### src/rtl/fp32_mul_unit.sv
// rtl/fp32_mul_unit.sv - sequential IEEE-754 single multiplier, FTZ + RNE; MUL_RADIX4_EN selects 2 bits/cycle
module fp32_mul_unit #(
    parameter int EXP_W  = 8,
    parameter int FRAC_W = 23
) (
    input  logic                    sys_clk,
    input  logic                    sys_rst_n,
    input  logic [EXP_W+FRAC_W:0]   data1_in,
    input  logic [EXP_W+FRAC_W:0]   data2_in,
    input  logic                    trig,
    output logic [EXP_W+FRAC_W:0]   data_out,
    output logic                    vld,
    output logic                    busy
);
    localparam int WW = 1 + EXP_W + FRAC_W;
    localparam int MW = FRAC_W + 1;
    localparam int PW = 2 * MW;
    localparam int XW = EXP_W + 2;
`ifdef MUL_RADIX4_EN
    localparam int STEP = 2;
`else
    localparam int STEP = 1;
`endif
    localparam int ITERS = MW / STEP;
    localparam int CW = $clog2(ITERS + 1);
    localparam logic [XW-1:0] BIAS = XW'((1 << (EXP_W - 1)) - 1);
    localparam logic [XW-1:0] EMAX = XW'((1 << EXP_W) - 1);
    localparam logic [WW-1:0] QNAN = {1'b0, {EXP_W{1'b1}}, 1'b1, {(FRAC_W-1){1'b0}}};

    typedef enum logic [2:0] {IDLE, UNPK, MULT, NORM, RND} state_t;
    typedef enum logic [1:0] {SP_NONE, SP_NAN, SP_INF, SP_ZERO} special_t;

    state_t          state_q, state_d;
    special_t        special_q, special_d;
    logic [WW-1:0]   a_q, a_d, b_q, b_d, data_out_q, data_out_d;
    logic            vld_q, vld_d, busy_q, busy_d, sign_q, sign_d;
    logic [XW-1:0]   exp_q, exp_d;
    logic [PW-1:0]   mcand_q, mcand_d, acc_q, acc_d, pp;
    logic [MW-1:0]   mplier_q, mplier_d, sig_q, sig_d;
    logic            guard_q, guard_d, sticky_q, sticky_d;
    logic [CW-1:0]   cnt_q, cnt_d;

    logic [EXP_W-1:0]  ea, eb, rnd_e;
    logic [FRAC_W-1:0] fa, fb, rnd_f;
    logic              a_nan, b_nan, a_inf, b_inf, a_zero, b_zero;
    logic [MW:0]       rnd_sum;
    logic [XW-1:0]     rnd_exp;

    always_comb begin
        ea     = a_q[WW-2:FRAC_W];
        eb     = b_q[WW-2:FRAC_W];
        fa     = a_q[FRAC_W-1:0];
        fb     = b_q[FRAC_W-1:0];
        a_nan  = (&ea) && (|fa);
        b_nan  = (&eb) && (|fb);
        a_inf  = (&ea) && !(|fa);
        b_inf  = (&eb) && !(|fb);
        a_zero = !(|ea);
        b_zero = !(|eb);
    end

`ifdef MUL_RADIX4_EN
    always_comb begin
        case (mplier_q[1:0])
            2'd0:    pp = '0;
            2'd1:    pp = mcand_q;
            2'd2:    pp = mcand_q << 1;
            default: pp = mcand_q + (mcand_q << 1);
        endcase
    end
`else
    assign pp = mplier_q[0] ? mcand_q : '0;
`endif

    // A carry out of the rounding add leaves 1.000..0, so the fraction is zero either way.
    always_comb begin
        rnd_sum = {1'b0, sig_q} + (MW+1)'(guard_q & (sticky_q | sig_q[0]));
        rnd_exp = rnd_sum[MW] ? exp_q + XW'(1) : exp_q;
        rnd_f   = rnd_sum[MW] ? rnd_sum[FRAC_W:1] : rnd_sum[FRAC_W-1:0];
        rnd_e   = rnd_exp[EXP_W-1:0];
    end

    always_comb begin
        state_d    = state_q;
        special_d  = special_q;
        a_d        = a_q;
        b_d        = b_q;
        data_out_d = data_out_q;
        vld_d      = 1'b0;
        busy_d     = busy_q;
        sign_d     = sign_q;
        exp_d      = exp_q;
        mcand_d    = mcand_q;
        mplier_d   = mplier_q;
        acc_d      = acc_q;
        sig_d      = sig_q;
        guard_d    = guard_q;
        sticky_d   = sticky_q;
        cnt_d      = cnt_q;
        case (state_q)
            IDLE: begin
                if (trig) begin
                    a_d     = data1_in;
                    b_d     = data2_in;
                    busy_d  = 1'b1;
                    state_d = UNPK;
                end
            end
            UNPK: begin
                sign_d   = a_q[WW-1] ^ b_q[WW-1];
                exp_d    = {2'b00, ea} + {2'b00, eb} - BIAS;
                mcand_d  = {{MW{1'b0}}, 1'b1, fa};
                mplier_d = {1'b1, fb};
                acc_d    = '0;
                cnt_d    = '0;
                if (a_nan || b_nan || (a_inf && b_zero) || (b_inf && a_zero))
                    special_d = SP_NAN;
                else if (a_inf || b_inf)
                    special_d = SP_INF;
                else if (a_zero || b_zero)
                    special_d = SP_ZERO;
                else
                    special_d = SP_NONE;
                state_d = MULT;
            end
            MULT: begin
                acc_d    = acc_q + pp;
                mcand_d  = mcand_q << STEP;
                mplier_d = mplier_q >> STEP;
                cnt_d    = cnt_q + CW'(1);
                if (cnt_q == CW'(ITERS - 1))
                    state_d = NORM;
            end
            NORM: begin
                // Product of two [1,2) significands lies in [1,4): top or next bit is set.
                if (acc_q[PW-1]) begin
                    sig_d    = acc_q[PW-1 -: MW];
                    guard_d  = acc_q[PW-1-MW];
                    sticky_d = |acc_q[PW-2-MW:0];
                    exp_d    = exp_q + XW'(1);
                end else begin
                    sig_d    = acc_q[PW-2 -: MW];
                    guard_d  = acc_q[PW-2-MW];
                    sticky_d = |acc_q[PW-3-MW:0];
                end
                state_d = RND;
            end
            RND: begin
                case (special_q)
                    SP_NAN:  data_out_d = QNAN;
                    SP_INF:  data_out_d = {sign_q, {EXP_W{1'b1}}, {FRAC_W{1'b0}}};
                    SP_ZERO: data_out_d = {sign_q, {(WW-1){1'b0}}};
                    default: begin
                        if (!rnd_exp[XW-1] && (rnd_exp >= EMAX))
                            data_out_d = {sign_q, {EXP_W{1'b1}}, {FRAC_W{1'b0}}};
                        else if (rnd_exp[XW-1] || (rnd_exp == '0))
                            data_out_d = {sign_q, {(WW-1){1'b0}}};
                        else
                            data_out_d = {sign_q, rnd_e, rnd_f};
                    end
                endcase
                vld_d   = 1'b1;
                busy_d  = 1'b0;
                state_d = IDLE;
            end
            default: state_d = IDLE;
        endcase
    end

    always_ff @(posedge sys_clk or negedge sys_rst_n) begin
        if (!sys_rst_n) begin
            state_q    <= IDLE;
            special_q  <= SP_NONE;
            a_q        <= '0;
            b_q        <= '0;
            data_out_q <= '0;
            vld_q      <= 1'b0;
            busy_q     <= 1'b0;
            sign_q     <= 1'b0;
            exp_q      <= '0;
            mcand_q    <= '0;
            mplier_q   <= '0;
            acc_q      <= '0;
            sig_q      <= '0;
            guard_q    <= 1'b0;
            sticky_q   <= 1'b0;
            cnt_q      <= '0;
        end else begin
            state_q    <= state_d;
            special_q  <= special_d;
            a_q        <= a_d;
            b_q        <= b_d;
            data_out_q <= data_out_d;
            vld_q      <= vld_d;
            busy_q     <= busy_d;
            sign_q     <= sign_d;
            exp_q      <= exp_d;
            mcand_q    <= mcand_d;
            mplier_q   <= mplier_d;
            acc_q      <= acc_d;
            sig_q      <= sig_d;
            guard_q    <= guard_d;
            sticky_q   <= sticky_d;
            cnt_q      <= cnt_d;
        end
    end

    assign data_out = data_out_q;
    assign vld      = vld_q;
    assign busy     = busy_q;
endmodule

### config.mk
export PLATFORM = sky130hd
export DESIGN_NAME = fp32_mul_unit
export DESIGN_NICKNAME = d
export VERILOG_FILES = /design/src/rtl/fp32_mul_unit.sv
export SDC_FILE = /design/constraint.sdc
export NUM_CORES = 1
export LEC_CHECK = 0
export ABC_AREA = 1
export CORE_ASPECT_RATIO = 0.6
export CORE_MARGIN = 3
export CORE_UTILIZATION = 55
export CTS_BUF_LIST = sky130_fd_sc_hd__clkbuf_16
export CTS_CLUSTER_DIAMETER = 40
export DETAILED_ROUTE_END_ITERATION = 8
export HOLD_SLACK_MARGIN = 0.1
export PLACE_DENSITY = 0.78
export SLEW_MARGIN = 0
export SYNTH_ARGS = -nofsm -noshare
export SYNTH_HDL_FRONTEND = slang
export SYNTH_SLANG_ARGS = --single-unit
### constraint.sdc
create_clock -name sys_clk -period 3.3 [get_ports sys_clk]
set_clock_uncertainty 0.05 [all_clocks]
set_input_delay 0.33 -clock sys_clk [delete_from_list [all_inputs] [get_ports sys_clk]]
set_output_delay 0.33 -clock sys_clk [all_outputs]
set_load 0.01 [all_outputs]
==> results of run 1 <==
-- timing repair --
action,in CTS,in global routing
setup buffers,0,0
gates resized for setup,0,2
hold buffers,1,0
endpoints found under the hold margin,83,0
endpoints found under the setup margin,0,21
-- stage by stage --
stage	power [mW]	hold slack (ns)	setup WS, ns	instances
3_5_place_dp	12.0	0.349	0.198	2599
6_report	15.7	0.334	0.228	2661
4_1_cts	15.7	0.319	0.182	2660
3_3_place_gp	11.8	0.349	0.406	2599
5_1_grt	16.9	0.330	0.0324	2661
2_1_floorplan	9.77	-0.0156	0.279	2173
-- state kept, by name, summed over array words and instances (netlist names), 5 cells and up --
signal / flops
data_out: 32
acc_q: 48
b_q: 32
mplier_q: 24
exp_q: 10
mcand_q: 48
cnt_q: 5
sig_q: 24
a_q: 32
-- per-layer routing --
| layer | vias up | part of all wire (%) | global-route usage, % | routed length, um |
|---|---|---|---|---|
| met5 | - | 0 | 0 | 0 |
| met2 | 641 | 40 | 41.1 | 19000 |
| met1 | 7132 | 49 | 49.2 | 23300 |
| met4 | 0 | 1.8 | 5.87 | 870 |
| met3 | 74 | 9.1 | 6.35 | 4330 |
| li1 | 7292 | - | - | - |
-- worst register-to-register path, stage by stage, from the launching register on --
cell,delay [ns]
dfrtp_1,0.43
buf_4,0.21
nand2_1,0.08
inv_1,0.04
ha_1,0.32
a21oi_1,0.24
inv_1,0.07
a21oi_1,0.24
inv_1,0.12
nand2_1,0.07
nand2_1,0.16
nand2_1,0.11
nand2_1,0.16
o21ai_0,0.48
o21ai_0,0.17
-- synth_stat cells, types with 12 or more instances --
master	number	share of area, %
nand3_1	82	2.5
nor2_1	247	5.8
xnor2_1	12	0.65
xor2_1	15	0.82
nor3_1	15	0.47
o21ai_2	21	1.1
mux2_2	16	1.1
a31oi_1	26	1.0
nand4_1	25	0.97
ha_1	70	5.4
o21ai_0	126	3.9
dfrtp_1	265	41
a21oi_1	142	4.4
clkbuf_1	54	1.3
nand2_1	545	13
a21o_1	12	0.56
o22ai_1	37	1.4
inv_1	303	7.1
o211ai_1	47	2.2
nor4_1	14	0.54
-- layout make-up --
type                    instances  share of cell area [%]
well taps                     367                    2.46
repair buffers                130                    6.81
inverters                     311                    6.26
clock buffers                  35                    4.69
multi-input cells            1528                    43.1
clock inverters                25                    1.12
flip-flops and latches        265                    35.5
-- power groups by stage --
stage	Combinational, mW	Sequential [mW]	Clock (mW)
floorplan	4.61	5.16	0
global placement	6.44	5.33	0
detailed placement	6.61	5.37	0
CTS	6.67	5.33	3.68
global route	7.55	5.49	3.84
finish	6.76	5.36	3.62
-- how the worst min path moves through the flow --
stage / start / end / slack [ns]
finish: data1_in[12] / a_q[12] / 0.33
global route: data1_in[12] / a_q[12] / 0.33
CTS: data2_in[8] / b_q[8] / 0.32
detailed placement: sys_rst_n / mcand_q[43] / 0.35
global placement: sys_rst_n / mcand_q[42] / 0.35
floorplan: sys_rst_n / a_q[0] / -0.02
-- cell families after synthesis --
family | Yosys count | share of synthesized area [%]
AOI/OAI and AO/OA | 453 | 16.8
xor gates and xnor gates | 27 | 1.47
buffers and inverters | 381 | 9.06
and+or+nand+nor | 958 | 24.6
DFF | 265 | 41.2
muxes | 17 | 1.18
adders and majority gates | 72 | 5.69
==> impl_metrics.py, run 1 <==
metrics = {
    "yosys": {
        "synth_edf_count": 0,
        "syn-mean-instance-area_um2": 7.41,
        "yosysWarnings": 0,
        "synthFlopType": "dfrtp_1",
        "async_reset_ff_share_pct": 100,
        "yosysSeqAreaShare_pct": 41.2,
        "synth_cells": 2173,
        "synth_area_um2": 16100,
        "synth-seq-cells": 265,
        "synth_nets": 2312,
        "synthDistinctLibCells": 55,
    },
    "route": {
        "drc_errors": 0,
        "post_drt_wl_per_cell_um": 17.9,
        "wl_mm": 47.5,
        "drtPass1Iterations": 5,
        "drtIter0Drc": 1843,
        "via_per_inst": 5.69,
        "ant_nets": 0,
        "via_count": 15100,
    },
    "critical_path": {
        "r2r-end": "acc_q[13]",
        "crit_start": "mplier_q[0]",
        "worstPathRequired_ns": 3.62,
        "r2r_start": "mplier_q[0]",
        "slowest_delay_ns": 0.48,
        "worst_path_dominant_cell_family": "compound AO/OA/AOI/OAI gates",
        "path_buf_inv": 4,
        "cp_cell_sequence": "buf_4 -> nand2_1 -> inv_1 -> ha_1 -> a21oi_1 -> inv_1 -> a21oi_1 -> inv_1 -> nand2_1 -> nand2_1 -> nand2_1 -> nand2_1 -> o21ai_0 -> o21ai_0",
        "crit_arrival_ns": 3.39,
        "crit_path_end_kind": "flip-flop",
        "cpMaxStageDelayCell": "o21ai_0",
        "r2r_cells": 14,
        "ff2ff_setup_slack_ns": 0.23,
        "startpoint_type": "flip-flop",
        "crit_top_cell": "nand2_1",
        "path_max_fanout": 14,
        "setup.worst_path.end": "acc_q[13]",
        "cp.depth": 14,
        "crit_type": "reg2reg",
    },
    "sta": {
        "relSlewSlack_pct": 26.6,
        "setup_viol": 0,
        "tightest_slew_ns": 1.10,
        "max_freq_mhz": 326,
        "rsz0062_at_grt": "false",
        "tns_ns": 0,
        "slew_viol_final": 0,
        "fin_crit_sh_pct": 93.1,
        "hold_viol_final": 0,
        "period_needed_ns": 3.07,
    },
    "pwr": {
        "p_sw_mw": 6.72,
        "p_int_mw": 9.01,
        "leakage_nw": 9.06,
        "netSwitchingFraction_pct": 42.7,
        "cellPowerDensity_nw_per_um2": 843,
        "clockPowerShare_pct": 23.0,
        "ir_drop_uv": 645,
        "p_comb_share_pct": 42.9,
        "p_seq_share_pct": 34.1,
    },
    "cells_and_area": {
        "layout_commonest_cell": "nand2_1",
        "fin_nets": 2409,
        "num_antenna_cells": 0,
        "multi_input_area_um2": 8050,
        "layout.cells.most_common_list": "543 x nand2_1, 306 x inv_1, 265 x dfrtp_1",
        "fill_cells": 2466,
        "seq_area_um2": 6630,
        "final_util_pct": 66.3,
        "drive_gt1_share_pct": 6.71,
        "design_area_um2": 18700,
        "syn_to_final_growth_pct": 15.9,
    },
    "cts": {
        "cts_buffer_depth": 3,
        "numClockSinks": 265,
        "cts_inserted_buffers": 34,
        "tritoncts": "built",
        "root_buffer": "clkbuf_16",
        "clk_pin_slew_ns": 0.07,
        "htree_num_levels": 2,
        "clk_latency_ns": 0.52,
    },
    "run_status": {
        "status": "finished, final reports clean",
    },
    "die": {
        "initial_core_util_pct": 57.2,
        "die_w_um": 227,
        "num_rows": 47,
        "dieHeight_um": 139,
        "io_pins": 101,
        "core_area_um2": 28200,
        "dieArea_um2": 31400,
    },
    "placement": {
        "place_area_um2": 17600,
        "place.gp.congestion": 1.02,
        "dp_hpwl_mm": 35.5,
        "portBuffers": 100,
    },
    "global_route": {
        "grt_pass1_vias": 14200,
        "grt_max_degree": 114,
        "track_usage_pct": 30.3,
        "overflow": 0,
        "grt_pass1_wl_mm": 76.7,
        "antenna_found_initial": 0,
    },
    "min_path": {
        "hold_path_depth": 3,
        "hold_path_class": "in2reg",
    },
    "flow_run": {
        "maxCapViolCount": 0,
    },
}
Power figures use the tool's default switching activity.
==> inputs of run 2 (changes only) <==
==> constraint.sdc (replaced) <==
create_clock -name sys_clk -period 3.3 [get_ports sys_clk]
set_clock_uncertainty 0.05 [all_clocks]
set_input_delay 0.33 -clock sys_clk [delete_from_list [all_inputs] [get_ports sys_clk]]
set_output_delay 0.33 -clock sys_clk [all_outputs]
set_load 0.05 [all_outputs]
==> results of run 2 <==
Same layout as run 1 (identical final DEF). Status: finished, final reports clean.
Among the figures that moved: total power 15.7 mW -> 16.1 mW
